`src/rtl/p_layer_inv.sv`:
```
// p_layer_inv: inverse of the Spongent pLayer bit permutation.
//   The forward layer moves bit j to j*B/4 mod (B-1) (bit B-1 fixed); this
//   block undoes it, sending state_in bit i to state_out bit (4*i) mod (B-1)
//   (bit B-1 fixed). One input byte is scattered into the accumulator per
//   enabled RUN cycle, so an operation takes NBYTE+2 edges with en held high.
// Ports:
//   clk       clock, rising edge
//   rst       asynchronous active-high reset
//   start     request an operation (sampled only while idle)
//   en        advance enable (low stalls the byte walk)
//   state_in  permuted state, captured on the accepted start
//   state_out inverse-permuted state, updated only on the done edge
//   busy      high while an operation is in progress (RUN/DONE)
//   done      one-cycle pulse, state_out valid from this cycle on
module p_layer_inv #(
  parameter int B     = 264,
  parameter int NBYTE = B / 8
) (
  input  logic         clk,
  input  logic         rst,
  input  logic         start,
  input  logic         en,
  input  logic [B-1:0] state_in,
  output logic [B-1:0] state_out,
  output logic         busy,
  output logic         done
);

  localparam int IW = (NBYTE > 1) ? $clog2(NBYTE) : 1;
  localparam int AW = $clog2(B);
  localparam int QW = AW + 2;  // holds 4*i without truncation
  localparam logic [IW-1:0] LAST = IW'(NBYTE - 1);

  typedef enum logic [1:0] {S_IDLE, S_RUN, S_DONE} state_t;

  state_t        r_state, w_state_nxt;
  logic [IW-1:0] r_idx;
  logic [B-1:0]  r_in;
  logic [B-1:0]  r_acc;
  logic [B-1:0]  r_state_out;
  logic          r_done;
  logic [B-1:0]  w_acc_nxt;

  // Destination bit of input bit i. Called with loop constants only, so
  // this folds to wiring after unrolling.
  function automatic logic [AW-1:0] q_of(input int i);
    logic [QW-1:0] prod;
    if (i == B - 1) return AW'(B - 1);
    prod = QW'(i) << 2;
    prod = prod % QW'(B - 1);
    return prod[AW-1:0];
  endfunction

  // Scatter the byte selected by r_idx into the accumulator; every other
  // accumulator bit keeps its value.
  always_comb begin
    w_acc_nxt = r_acc;
    for (int i = 0; i < B; i++) begin
      if (IW'(i / 8) == r_idx) w_acc_nxt[q_of(i)] = r_in[i];
    end
  end

  always_ff @(posedge clk or posedge rst) begin
    if (rst) r_state <= S_IDLE;
    else     r_state <= w_state_nxt;
  end

  always_comb begin
    w_state_nxt = r_state;
    case (r_state)
      S_IDLE:  if (start) w_state_nxt = S_RUN;
      S_RUN:   if (en && r_idx == LAST) w_state_nxt = S_DONE;
      S_DONE:  w_state_nxt = S_IDLE;
      default: w_state_nxt = S_IDLE;
    endcase
  end

  always_ff @(posedge clk or posedge rst) begin
    if (rst) begin
      r_idx       <= '0;
      r_in        <= '0;
      r_acc       <= '0;
      r_state_out <= '0;
      r_done      <= 1'b0;
    end else begin
      r_done <= (r_state == S_DONE);
      case (r_state)
        S_IDLE: begin
          if (start) begin
            r_in  <= state_in;
            r_acc <= '0;
            r_idx <= '0;
          end
        end
        S_RUN: begin
          if (en) begin
            r_acc <= w_acc_nxt;
            // Saturate on the final byte so idx never leaves 0..NBYTE-1.
            if (r_idx != LAST) r_idx <= r_idx + IW'(1);
          end
        end
        S_DONE:  r_state_out <= r_acc;
        default: ;
      endcase
    end
  end

  assign state_out = r_state_out;
  assign busy      = (r_state != S_IDLE);
  assign done      = r_done;

endmodule

```
`config.mk`:
```
export PLATFORM = sky130hd
export DESIGN_NAME = p_layer_inv
export DESIGN_NICKNAME = d
export VERILOG_FILES = /design/src/rtl/p_layer_inv.sv
export SDC_FILE = /design/constraint.sdc
export NUM_CORES = 2
export LEC_CHECK = 0
export CAP_MARGIN = 20
export CORE_MARGIN = 2
export CORE_UTILIZATION = 40
export CTS_BUF_LIST = sky130_fd_sc_hd__clkbuf_8
export DETAILED_ROUTE_END_ITERATION = 8
export GPL_ROUTABILITY_DRIVEN = 0
export MAX_ROUTING_LAYER = met4
export PLACE_DENSITY_LB_ADDON = 0.3
export SLEW_MARGIN = 10
export SYNTH_ARGS = -nofsm -noshare
export SYNTH_HDL_FRONTEND = slang
export SYNTH_SLANG_ARGS = --single-unit
```
`constraint.sdc`:
```
create_clock -name clk -period 56.8 [get_ports clk]
set_input_delay 11.36 -clock clk [delete_from_list [all_inputs] [get_ports clk]]
set_output_delay 11.36 -clock clk [all_outputs]
set_load 0.03 [all_outputs]
```
==> qor.tcl <==
set qor(final.min_clock_period_ns) 14.34
set qor(io_buffers) 533
set qor(slew-limit-headroom) 0.0146
set qor(clk_root_buffer_cell) {clkbuf_8}
set qor(met2WireLength_um) 37700
set qor(critical_path.endpoint_type) {async pin}
set qor(final.period_utilization) 0.252
set qor(synth_cell_type_count) 43
set qor(hold_path.startpoint) {r_in[44]$_DFFE_PP0P_}
set qor(wl_met3_um) 6120
set qor(clockBufferDepth) 3
set qor(fin_worst_skew_ns) 0.0257
set qor(die_area_mm2) 0.0764
set qor(pin_count) 534
set qor(clkSlewWorstSetupHoldPaths_ns) 0.06
set qor(unrepaired_setup_endpoints_after_global_routing) {no}
set qor(route.top_layer_used) {met4}
set qor(startpoint_type) {input port}
set qor(p_per_area_mw_per_mm2) 35.6
set qor(totalNegativeSetupSlack_ns) 0
set qor(starting_density) 0.406
set qor(core_outline_area_mm2) 0.0732
set qor(synth.cells.most_frequent) {dfrtp_1 (801), mux2_2 (528), a22o_1 (265), buf_2 (69), nand2_1 (36)}
set qor(grt_pass1_wl_um) 122000
set qor(grt_util_all_layers) 0.214
set qor(max_slew_vio_count) 0
set qor(area_delta_synth_final_pct) 30.8
set qor(cp_max_fo) 182
set qor(detail-route-antenna-nets) 0
set qor(drt_first_iter_violations) 1035
set qor(mappedNetlistArea_mm2) 0.0297
set qor(ctsHoldBuffers) 0
set qor(antenna_violations_before_repair) 21
set qor(cts_htree_levels) 4
set qor(routed_len_inst_um) 22.3
set qor(grt_pass1_vias) 20100
set qor(critical_path_class) {input port to async pin}
set qor(max_cap_violations) 0
set qor(drt_pass1_iterations) 5
set qor(dieHeight_um) 276
set qor(synth_fp_nets) 2106
set qor(flip_flop_and_latch_count_after_synthesis) 801
set qor(post-synth-top-area-cell) {dfrtp_1}
set qor(tritoncts) {done}
set qor(routedLengthMet1_um) 32100
set qor(final_nets) 2716
set qor(syn-mean-instance-area_um2) 16.2
set qor(drive_above_1_share) 0.300
set qor(synth_enable_flop_cells) 0
set qor(numClockSinks) 801
set qor(timing.rr.start) {r_state[1]$_DFFE_PP0P_}
set qor(global_route.overflow_total) 0
set qor(totalWireLength_um) 78500
set qor(maxClockFrequency_mhz) 69.7
set qor(cts.repair_timing.setup_buffer_count) 0
set qor(hpwlAfterDp_um) 53000
set qor(yosysMostFrequentCell) {dfrtp_1}
set qor(ys_dominant_reg_cell) {dfrtp_1}
set qor(route.detailed.vias_per_inst) 5.20
set qor(power.static_leakage_nw) 17.7
set qor(outcome) {complete, no violations}
set qor(finalHoldViolCount) 0
set qor(timing_worst_slew_pin_value_ns) 1.48
set qor(die_width_um) 276
set qor(synth_warnings) 0
set qor(post_cts_resized) 0
set qor(required_ns) 57.54
set qor(worst_setup_path_startpoint) {rst}
set qor(num_rows) 99
set qor(grt_start_max_net_pins) 183
set qor(netlist.area_leader.share) 0.675
set qor(synth.top_cells.by_area) {dfrtp_1 (67%), mux2_2 (20%), a22o_1 (7.8%), buf_2 (1.2%), o21ai_0 (0.49%)}
set qor(seq_area_frac_synth) 0.675
set qor(vdd_ir_drop_max_mv) 0.0204
set qor(hold_class) {register to register}
set qor(route.detailed.drc) 0
set qor(clock_latency_ns) 0.77
set qor(finalSetupViolCount) 0
set qor(critical_path_arrival_ns) 15.08
set qor(cts-buffers-inserted) 137
set qor(netlist_instances) 1834
set qor(routed-via-count) 18300
set qor(power.total_w) 0.00138
set qor(asyncSetResetFlopFracSynth) 1.00
layout make-up:
cell class	count	area, um2
well taps	959	1200
clock buffers	175	2410
clock inverters	63	315
multi-input cells	953	9280
fillers	6004	34400
flip-flops and latches	801	20000
repair buffers	547	5510
diodes	21	52.6
inverters	4	22.5
metal layers:
| metal | global-route usage | up-vias |
|---|---|---|
| met3 | 0.0752 | 149 |
| met1 | 0.256 | 9557 |
| met2 | 0.330 | 551 |
| met5 | - | - |
| li1 | - | 8062 |
| met4 | 0.0895 | 0 |
through the flow:
| stage | utilization | instance area (um2) | instances | hold slack, ns | setup WS [ns] |
|---|---|---|---|---|---|
| after floorplan | - | 29700 | 1834 | 0.460 | 22.95 |
| after global placement | 0.492 | 36000 | 3263 | 0.471 | 41.51 |
| after detailed placement | 0.492 | 36000 | 3263 | 0.475 | 41.39 |
| after CTS | 0.529 | 38800 | 3501 | 0.466 | 42.26 |
| after global routing | 0.530 | 38800 | 3522 | 0.487 | 41.83 |
| final | 0.530 | 38800 | 3523 | 0.471 | 42.46 |
logic make-up after synthesis:
logic type | after synthesis | share of synthesized area
fa+ha+maj | 4 | 0.00169
mux | 528 | 0.200
simple gates | 112 | 0.0233
buf+inv | 80 | 0.0134
flops | 801 | 0.675
compound gates | 309 | 0.0865
cell usage in the layout, fill, tap and decap left out, drive strengths merged, types with 2 or more instances in the layout:
cell type,count
nand2,36
dfrtp,801
clkinv,8
mux2,528
diode,21
inv,56
nand3,4
nand2b,9
clkdlybuf4s50,533
nor2b,2
nor4,2
clkbuf,175
a21oi,2
o21ai,32
or3b,3
or3,3
ha,4
buf,14
a22o,265
o31ai,4
nand3b,3
nor2,35
clkinvlp,3
nor3,2
nor4b,3
and3,2
nand4b,2
a21o,3
final timing paths:
kind	end	slack (ns)	cells after the start
min in group asynchronous	r_acc[162]$_DFFE_PP0P_	11.17	2
min	r_acc[176]$_DFFE_PP0P_	0.47	1
max	r_in[73]$_DFFE_PP0P_	42.46	5
max reg2reg	r_in[247]$_DFFE_PP0P_	53.80	5
max in group clk	busy	43.01	2
min reg2reg	r_acc[176]$_DFFE_PP0P_	0.47	1
worst max-delay path: stages:
cell,delay [ns]
clkdlybuf4s50_1,0.49
inv_8,0.62
buf_12,0.67
buf_4,0.84
buf_4,0.88
flip-flops by register name (all words and copies together), names as in the netlist:
register	count
r_state	2
done	1
r_in	264
state_out	264
r_acc	264
r_idx	6
power breakdown:
group | total (W) | switching [W] | internal (W)
registers | 0.000704 | 0.0000490 | 0.000655
clock network | 0.000506 | 0.000230 | 0.000277
logic | 0.000173 | 0.0000803 | 0.0000929
total | 0.00138 | 0.000359 | 0.00102
No activity file was read; power rests on OpenSTA's default activity.
